`src/rtl/flopr_sync.sv`:
```
// Parameterized D register with synchronous active-low reset, optionally
// cascaded STAGES deep to form a fixed-latency delay line.

module flopr_sync_stage #(
    parameter int                 WIDTH       = 64,
    parameter logic [WIDTH-1:0]   RESET_VALUE = '0
) (
    input  logic             clk,
    input  logic             reset,
    input  logic [WIDTH-1:0] data_i,
    output logic [WIDTH-1:0] data_o
);
    logic [WIDTH-1:0] data_q;

    always_ff @(posedge clk) begin
        if (!reset) data_q <= RESET_VALUE;
        else        data_q <= data_i;
    end

    assign data_o = data_q;
endmodule

module flopr_sync #(
    parameter int                 WIDTH       = 64,
    parameter int                 STAGES      = 1,
    parameter logic [WIDTH-1:0]   RESET_VALUE = '0
) (
    input  logic             clk,
    input  logic             reset,
    input  logic [WIDTH-1:0] d,
    output logic [WIDTH-1:0] q
);
    generate
        if (WIDTH < 1) begin : g_bad_width
            $error("flopr_sync: WIDTH must be >= 1");
        end
        if (STAGES < 1) begin : g_bad_stages
            $error("flopr_sync: STAGES must be >= 1");
        end
    endgenerate

    logic [STAGES-1:0][WIDTH-1:0] stage_q;

    // Stage 0 takes d; each later stage takes its predecessor, so a reset
    // edge clears every in-flight word at once.
    generate
        for (genvar i = 0; i < STAGES; i++) begin : g_stage
            if (i == 0) begin : g_head
                flopr_sync_stage #(.WIDTH(WIDTH), .RESET_VALUE(RESET_VALUE)) u_stage (
                    .clk   (clk),
                    .reset (reset),
                    .data_i(d),
                    .data_o(stage_q[i])
                );
            end else begin : g_tail
                flopr_sync_stage #(.WIDTH(WIDTH), .RESET_VALUE(RESET_VALUE)) u_stage (
                    .clk   (clk),
                    .reset (reset),
                    .data_i(stage_q[i-1]),
                    .data_o(stage_q[i])
                );
            end
        end
    endgenerate

    assign q = stage_q[STAGES-1];
endmodule

```
`config.mk`:
```
export PLATFORM = sky130hd
export DESIGN_NAME = flopr_sync
export DESIGN_NICKNAME = d
export VERILOG_FILES = /design/src/rtl/flopr_sync.sv
export SDC_FILE = /design/constraint.sdc
export NUM_CORES = 1
export LEC_CHECK = 0
export CAP_MARGIN = 30
export CORE_MARGIN = 4
export CORE_UTILIZATION = 30
export CTS_CLUSTER_DIAMETER = 40
export DETAILED_ROUTE_END_ITERATION = 8
export PLACE_DENSITY_LB_ADDON = 0.15
export SLEW_MARGIN = 15
export SYNTH_ARGS = -nofsm -noshare
export SYNTH_HDL_FRONTEND = slang
export SYNTH_HIERARCHICAL = 1
export SYNTH_SLANG_ARGS = --single-unit
```
`constraint.sdc`:
```
create_clock -name clk -period 0.8 [get_ports clk]
set_input_delay 0.16 -clock clk [delete_from_list [all_inputs] [get_ports clk]]
set_output_delay 0.16 -clock clk [all_outputs]
set_load 0.05 [all_outputs]
```
==> results.md <==
* Critical Path Fanout Max at 1
* Power density cells at about 2000 mW/mm^2
* Routed WL per cell at around 14 um
* Hold Vio Cnt, Final at 0
* Max_slew headroom at 0.8704
* Metal-1 WL at around 1500 um
* IR drop worst, VDD at roughly 1.2 mV
* Syn_nets at 200
* Initial drt markers at 12
* Core area at 0.005642 mm^2
* Crit. End Element: output pin
* Switching part of the total power at 0.2474
* Post-CTS Setup Bufs at 0
* Cts bufs inserted at 9
* Fraction of layout cells with a size suffix above 1 at 0.7555
* CTS Buffer Depth at 2
* Post-DP HPWL at around 3600 um
* Path type of the worst setup path: flip-flop to output pin
* Max Freq at ~1000 MHz
* Filler instances at around 370
* Vias in the first global route at about 1400
* Row cnt at 27
* Total track usage at 0.1379
* Dpl cell area at 0.003824 mm^2
* Worst Setup Slack post-DPL at -0.3640 ns
* H-tree Lvls at 3
* Initial antenna violation count at 0
* Die Area at 0.007273 mm^2
* Total Wirelength at ~4700 um
* Crit path launch type: flip-flop
* Worst hold path class: input pin to flip-flop
* FF/Latch Area at between 0.001 and 0.0015 mm^2
* Slowest stage delay, CP at between 0.3 and 0.4 ns
* Ys Warns at 6
* Number of synthesized register bits at 64
* Die height at about 85 um
* RSZ-0062 raised after global routing: yes
* Sum of negative setup slack at -9.794 ns
* N_diodes at 0
* DRT antenna net count at 0
* Crit path buf inv count at 1
* Mux contribution to synthesized area at 0
* Status: finished with violations
* Clock transition at path regs at roughly 0.070 ns
* Net count, final at approximately 340
* CTS tree: yes
* Failing checks: negative setup slack
* Max-cap viol count at 0
* Avg Vias per Cell at 3.951
* Sequential power share at 0.432
* DRT Pass-1 Iters at 2
* First-pass GRT wire length at approximately 7500 um
* Largest family of logic cells by synthesized area: simple AND/OR/NAND/NOR gates
* Largest net degree at the start of global routing at 39
* Synth top area cells: dfxtp_1, and2_2, clkbuf_2
* Synth Instances at 134
* Grt total ovfl at 0
* Tightest Pin Transition at 0.1951 ns
* XOR/XNOR Fraction of Synth Area at 0
* Root Buffer: clkbuf_8
* IO buf count at between 100 and 150
* GP Congestion at 0.6905
* Internal power at about 6200 uW
* Area of the multi-input gates at 480.5 um^2
* Clock share of power at 0.347
* Period minus WS final at between 0.9 and 1 ns
* Met3 Wirelength at ~550 um
* DR top layer: met4
* Req. time, crit path at around 0.64 ns
* CP max-delay cell: dfxtp_2
* Critical-path cell list: buf_12
* Synth Area in Compound Gates at 0
* Setup violations, final at between 60 and 70
* Cts hold-fix bufs at 0
* Post-Synth Simple-Gate Area at 0.2682
* TritonCTS sink count at 64
* I/O Pins at 130
* Crit path DAT at 0.81 ns
* Final WS setup at -0.1709 ns
* Seq/Total Area, Yosys at 0.7151
* Flip-flop count of the largest register after layout at between 60 and 70
* Synthesized cell area at about 0.0018 mm^2
* Cell variety after synth at 3
* Leading area contributor after synthesis: dfxtp_1
* Initial Utilization at 0.3176
* Design Area, Final at between 0.004 and 0.005 mm^2
* Crit path max-delay family: flip-flops
* Final period util at 1.214
* LEAKAGE at between 0.0015 and 0.002 uW
* Non-filler cells, final at ~350
* Synth top area share at 0.7151
* Final Power at approximately 8200 uW
* Slew Limit Fails at 0
* Die W at about 85 um
* Net switching power at around 2000 uW
* Synth Area per Inst at ~13 um^2
* Number of remaining DRC errors at 0
* Post-Synth Adder-Cell Area at 0
* Placed cells at roughly 330
* P&R area growth vs syn at 129.1%
* Vias at roughly 1400
* Routed met2 length at ~2500 um
* Combinational share of power at 0.222
-- metrics by stage --
step,utilization,hold WS [ns]
3_5_place_dp,0.6778,0.6076
6_report,0.7274,0.4278
4_1_cts,0.7274,0.4067
3_3_place_gp,0.6778,0.6066
5_1_grt,0.7274,0.4111
2_1_floorplan,-,0.2962
-- kinds of logic (layout without fill, tap and decap cells) --
family | after synthesis | after routing
buffers and inverters | 6 | 146
AND/OR/NAND/NOR | 64 | 64
flip-flops | 64 | 64
-- layout by cell type, fill, tap and decap left out --
cell type	count
clkinv_2	2
clkbuf_1	2
clkdlybuf4s50_1	64
dlygate4sd2_1	1
bufinv_16	2
buf_12	66
dfxtp_2	64
clkbuf_8	9
and2_2	64
-- power groups by stage --
stage | Clock [uW] | Combinational [uW] | Sequential [uW]
CTS | 2940 | 1830 | 3530
global route | 3100 | 1880 | 3550
global placement | 0 | 1810 | 3570
floorplan | 0 | 163 | 4080
finish | 2840 | 1820 | 3530
detailed placement | 0 | 1830 | 3570
-- worst paths after layout --
kind / depth (start not counted) / endpoint / from
max: 1 / q[45] / g_stage[0].g_head.u_stage/data_o[45]$_SDFF_PN0_
min: 2 / g_stage[0].g_head.u_stage/data_o[59]$_SDFF_PN0_ / d[59]
-- layout make-up --
| type | count | area share |
|---|---|---|
| multi-input combinational | 64 | 0.1171 |
| sequential | 64 | 0.3317 |
| clock inverter | 4 | 0.01707 |
| clock buffer | 11 | 0.03201 |
| timing repair buffer | 131 | 0.4802 |
| tap | 72 | 0.02195 |
-- metal layers --
metal | global-route usage | vias up
li1 | - | 676
met1 | 0.1224 | 610
met2 | 0.2507 | 71
met3 | 0.07087 | 10
met4 | 0.07338 | 0
met5 | 0 | -
-- repair_timing --
item / CTS / global route
resized for setup: 65 / 0
hold endpoints to repair: 0 / 0
setup endpoints to repair: 88 / 64
-- Yosys cell counts (all sizes together) --
library cell,number
and2,64
dfxtp,64
clkbuf,6
Note: power is estimated with default switching activity, not from simulation.
